**config.mk**
```make
export PLATFORM = sky130hd
export DESIGN_NAME = led7_segment_flat
export DESIGN_NICKNAME = d
export VERILOG_FILES = /design/src/rtl/led7_segment_if.sv /design/src/rtl/led7_segment.sv /design/src/flat_wrapper.sv
export SDC_FILE = /design/constraint.sdc
export NUM_CORES = 1
export LEC_CHECK = 0
export CORE_AREA = 2 2 39 41
export CTS_BUF_LIST = sky130_fd_sc_hd__clkbuf_2 sky130_fd_sc_hd__clkbuf_4 sky130_fd_sc_hd__clkbuf_8
export DETAILED_ROUTE_END_ITERATION = 6
export DIE_AREA = 0 0 41 43
export HOLD_SLACK_MARGIN = 0.15
export PLACE_DENSITY_LB_ADDON = 0.08
export RECOVER_POWER = 50
export SETUP_SLACK_MARGIN = 0.4
export SLEW_MARGIN = 15
export SYNTH_ARGS = -nofsm -noshare
export SYNTH_HDL_FRONTEND = slang
export SYNTH_SLANG_ARGS = --single-unit
```
**constraint.sdc**
```tcl
create_clock -name clk -period 2.5 [get_ports clk]
set_input_delay 0.25 -clock clk [delete_from_list [all_inputs] [get_ports clk]]
set_output_delay 0.25 -clock clk [all_outputs]
set_load 0.02 [all_outputs]
```
**src/rtl/led7_segment_if.sv**
```systemverilog
// Display-side signal bundle for led7_segment: digit value and override controls in,
// registered segment/digit drive out.
interface led7_segment_if;
    logic [3:0] num;
    logic       blank;
    logic       lamp_test;
    logic [6:0] seg;
    logic       dig;

    modport master (
        output num,
        output blank,
        output lamp_test,
        input  seg,
        input  dig
    );

    modport slave (
        input  num,
        input  blank,
        input  lamp_test,
        output seg,
        output dig
    );
endinterface

```
**src/rtl/led7_segment.sv**
```systemverilog
// Registered single-digit hex seven-segment decoder with lamp-test, blanking and
// selectable segment/digit polarity. Outputs come straight from flops.
module led7_segment #(
    parameter bit SEG_ACTIVE_LOW = 1'b0,
    parameter bit DIG_ACTIVE_LOW = 1'b0
) (
    input logic           clk,
    input logic           rst_n,
    led7_segment_if.slave bus
);

    localparam logic [6:0] SegOff = {7{SEG_ACTIVE_LOW}};
    localparam logic       DigOff = DIG_ACTIVE_LOW;

    logic [6:0] decoded;
    logic [6:0] pattern;
    logic       enable;
    logic [6:0] seg_q;
    logic       dig_q;

    // Active-high a..g pattern, bit 6 = a, bit 0 = g.
    always_comb begin
        decoded = 7'b0000000;
        unique case (bus.num)
            4'h0: decoded = 7'b1111110;
            4'h1: decoded = 7'b0110000;
            4'h2: decoded = 7'b1101101;
            4'h3: decoded = 7'b1111001;
            4'h4: decoded = 7'b0110011;
            4'h5: decoded = 7'b1011011;
            4'h6: decoded = 7'b1011111;
            4'h7: decoded = 7'b1110000;
            4'h8: decoded = 7'b1111111;
            4'h9: decoded = 7'b1110011;
            4'hA: decoded = 7'b1110111;
            4'hB: decoded = 7'b0011111;
            4'hC: decoded = 7'b1001110;
            4'hD: decoded = 7'b0111101;
            4'hE: decoded = 7'b1001111;
            4'hF: decoded = 7'b1000111;
        endcase
    end

    // Lamp-test beats blanking, which beats the decoded value.
    always_comb begin
        pattern = decoded;
        enable  = 1'b1;
        if (bus.lamp_test) begin
            pattern = 7'b1111111;
            enable  = 1'b1;
        end else if (bus.blank) begin
            pattern = 7'b0000000;
            enable  = 1'b0;
        end
    end

    always_ff @(posedge clk) begin
        if (!rst_n) begin
            seg_q <= SegOff;
            dig_q <= DigOff;
        end else begin
            seg_q <= pattern ^ {7{SEG_ACTIVE_LOW}};
            dig_q <= enable ^ DIG_ACTIVE_LOW;
        end
    end

    assign bus.seg = seg_q;
    assign bus.dig = dig_q;

endmodule

```
**src/flat_wrapper.sv**
```systemverilog
// flat-port wrapper written by rule: the top's interface ports become plain ports
module led7_segment_flat 
#(
    parameter bit SEG_ACTIVE_LOW = 1'b0,
    parameter bit DIG_ACTIVE_LOW = 1'b0
)
  (clk, rst_n, bus_num, bus_blank, bus_lamp_test, bus_seg, bus_dig);
  led7_segment_if bus_i ();
  input logic clk;
  input logic rst_n;
  input wire logic [$bits(bus_i.num)-1:0] bus_num;
  input wire logic [$bits(bus_i.blank)-1:0] bus_blank;
  input wire logic [$bits(bus_i.lamp_test)-1:0] bus_lamp_test;
  output wire logic [$bits(bus_i.seg)-1:0] bus_seg;
  output wire logic [$bits(bus_i.dig)-1:0] bus_dig;
  assign bus_i.num = bus_num;
  assign bus_i.blank = bus_blank;
  assign bus_i.lamp_test = bus_lamp_test;
  assign bus_seg = bus_i.seg;
  assign bus_dig = bus_i.dig;
  led7_segment #(.SEG_ACTIVE_LOW(SEG_ACTIVE_LOW), .DIG_ACTIVE_LOW(DIG_ACTIVE_LOW)) u_core (.clk(clk), .rst_n(rst_n), .bus(bus_i));
endmodule
```
==> impl_metrics.csv <==
group,metric,value,unit
cells_and_area,final_nets,83,
die,die_area,1760,um2
clock_tree,cts_resized,0,
global_route,antenna_found_initial,0,
clock_tree,cts_hold_buf,0,
logic_synthesis,ys_seq_area_share,34.5,%
cells_and_area,fin_util,46.3,%
logic_synthesis,ys_warn_count,0,
power,vdd_drop_max,0.000150,V
route,firstDrtPassIters,4,
die,ios,16,
route,drtIter0Drc,12,
logic_synthesis,ys_types,25,
sta,worstMarginPinSlew,953,ps
clock_tree,cts_root_buffer,"clkbuf_4",
route,num_vias,399,
clock_tree,clockBufferDepth,2,
sta,finalCriticalPeriod,1630,ps
clock_tree,cts_setup_buffers,0,
clock_tree,path_clk_slew,50,ps
power,p_leak,0.292,nW
worst_setup_path,cpMaxStageDelayCell,"o21ai_0",
cells_and_area,final_cell_mix,"clkdlybuf4s50_1 (9), dfxtp_1 (8), inv_1 (6), nand2_1 (6), dlygate4sd3_1 (6)",
worst_setup_path,max_stage_delay,780,ps
cells_and_area,final_cells,84,
global_route,grt_pass1_wl,1440,um
route,wirelength,875,um
logic_synthesis,avgSynthCellArea,8.93,um2
power,finalPower,0.317,mW
route,wl_per_cell,10.4,um
die,die_w,41,um
sta,setup_viol,0,
clock_tree,numCtsBuffers,3,
clock_tree,cts_tree,"done",
route,drc,0,
cells_and_area,final_common_cell,"clkdlybuf4s50_1",
worst_setup_path,arrival,1730,ps
worst_setup_path,startpoint_type,"input port",
status,status,"finished, final reports clean",
clock_tree,clock-sinks,8,
worst_setup_path,worst-path-max-fanout,8,
die,start_util,33.5,%
placement,gp_congestion,0.751,
cells_and_area,fillers,149,
sta,finalHoldViolCount,0,
logic_synthesis,syn_nets,65,
clock_tree,htree_levels,1,
worst_setup_path,path_buf_inv,2,
sta,drv_slew,0,
placement,hpwl,716,um
global_route,grt_max_degree,15,
worst_setup_path,critPathCaptureType,"flip-flop",
global_route,grt_pass1_vias,348,
sta,tns,0,ps
power,cellPowerDensity,495,nW/um2
worst_setup_path,critPathTopFamily,"compound AO/OA/AOI/OAI gates",
die,die_y,43,um
global_route,overflow,0,
cells_and_area,area_delta_synth_final,38.0,%
logic_synthesis,netlist_area,464,um2
worst_setup_path,cp_cell_sequence,"dlygate4sd3_1, o21ai_0, inv_1",
route,via_per_inst,4.75,
sta,slew_headroom,35.8,%
cells_and_area,num_antenna_cells,0,
sta,fmax,0.614,GHz
die,placeableCoreArea,1380,um2
sta,grt_setup_unrepaired,"no",
worst_setup_path,crit_type,"in2reg",
route,postRouteAntennaNets,0,
cells_and_area,layout-drive-gt1-share,8.82,%
die,rows,14,
logic_synthesis,synth_cells,52,
min_path,hold_class,"in2reg",
flow_run,drv_cap,0,
sta,period_share,65.2,%
placement,placedCellCount,81,
logic_synthesis,synth-seq-cells,8,
worst_setup_path,worstPathRequired,2600,ps
global_route,grt.total_usage,12.3,%
placement,portBuffers,15,
state kept, by name, summed over array words and instances (netlist names):
register,cells
u_core.bus.seg,7
u_core.bus.dig,1
routing by layer:
| layer | vias to the layer above | share of wire, % | global-route usage, % |
|---|---|---|---|
| li1 | 210 | - | - |
| met1 | 172 | 42 | 13.9 |
| met2 | 17 | 50 | 19.1 |
| met3 | 0 | 8.6 | 1.57 |
| met4 | 0 | 0 | 10.0 |
| met5 | - | 0 | 0 |
logic make-up after synthesis:
logic type | after synthesis | synth area share (%)
flip-flops | 8 | 34.5
multiplexers | 2 | 4.31
adder cells (fa/ha/maj) | 5 | 13.5
XOR/XNOR | 1 | 1.89
buffers and inverters | 8 | 8.35
AND/OR/NAND/NOR | 14 | 14.3
AO/OA/AOI/OAI | 14 | 23.2
cells in the mapped netlist (all sizes together):
cell type / instances / area [um2]
o21bai: 1 / 7.51
nand2b: 1 / 6.26
dfxtp: 8 / 160
a21oi: 4 / 23.8
mux2i: 2 / 20.0
nor2: 2 / 7.51
buf: 2 / 16.3
nand3: 1 / 5.00
o2bb2ai: 1 / 8.76
xor2: 1 / 8.76
inv: 6 / 22.5
o21ai: 3 / 15.0
o32ai: 1 / 8.76
a211oi: 1 / 7.51
a31oi: 1 / 6.26
nor2b: 2 / 12.5
o221ai: 1 / 15.0
a221oi: 1 / 15.0
nand2: 6 / 22.5
nand3b: 1 / 7.51
nor3: 1 / 5.00
ha: 5 / 62.6
where the power goes:
| group | internal, mW | total (mW) | switching, mW |
|---|---|---|---|
| clock network | 0.0545 | 0.0916 | 0.0371 |
| registers | 0.138 | 0.140 | 0.00184 |
| logic | 0.0398 | 0.0855 | 0.0457 |
| total | 0.232 | 0.317 | 0.0846 |
layout make-up:
type | count | area [um2] | area share [%]
flip-flops and latches | 8 | 160 | 25.0
repair buffers | 15 | 150 | 23.4
clock buffers | 3 | 22.5 | 3.52
well taps | 16 | 20.0 | 3.13
inverters | 6 | 22.5 | 3.52
multi-input cells | 36 | 265 | 41.4
final timing paths:
| kind | from | cells past startpoint | endpoint | slack [ps] |
|---|---|---|---|---|
| worst max-delay path | bus_lamp_test | 3 | u_core.bus.dig$_SDFF_PN0_ | 870 |
| worst min-delay path | bus_num[1] | 3 | u_core.bus.seg[0]$_SDFF_PN0_ | 760 |
per-stage QoR:
stage	setup slack, ps	hold WS [ps]	cell area (um2)
final	871	760	641
after global routing	687	824	641
after CTS	1020	744	641
after global placement	750	1020	618
after detailed placement	760	1010	618
after floorplan	1460	447	464
Power figures use the tool's default switching activity.
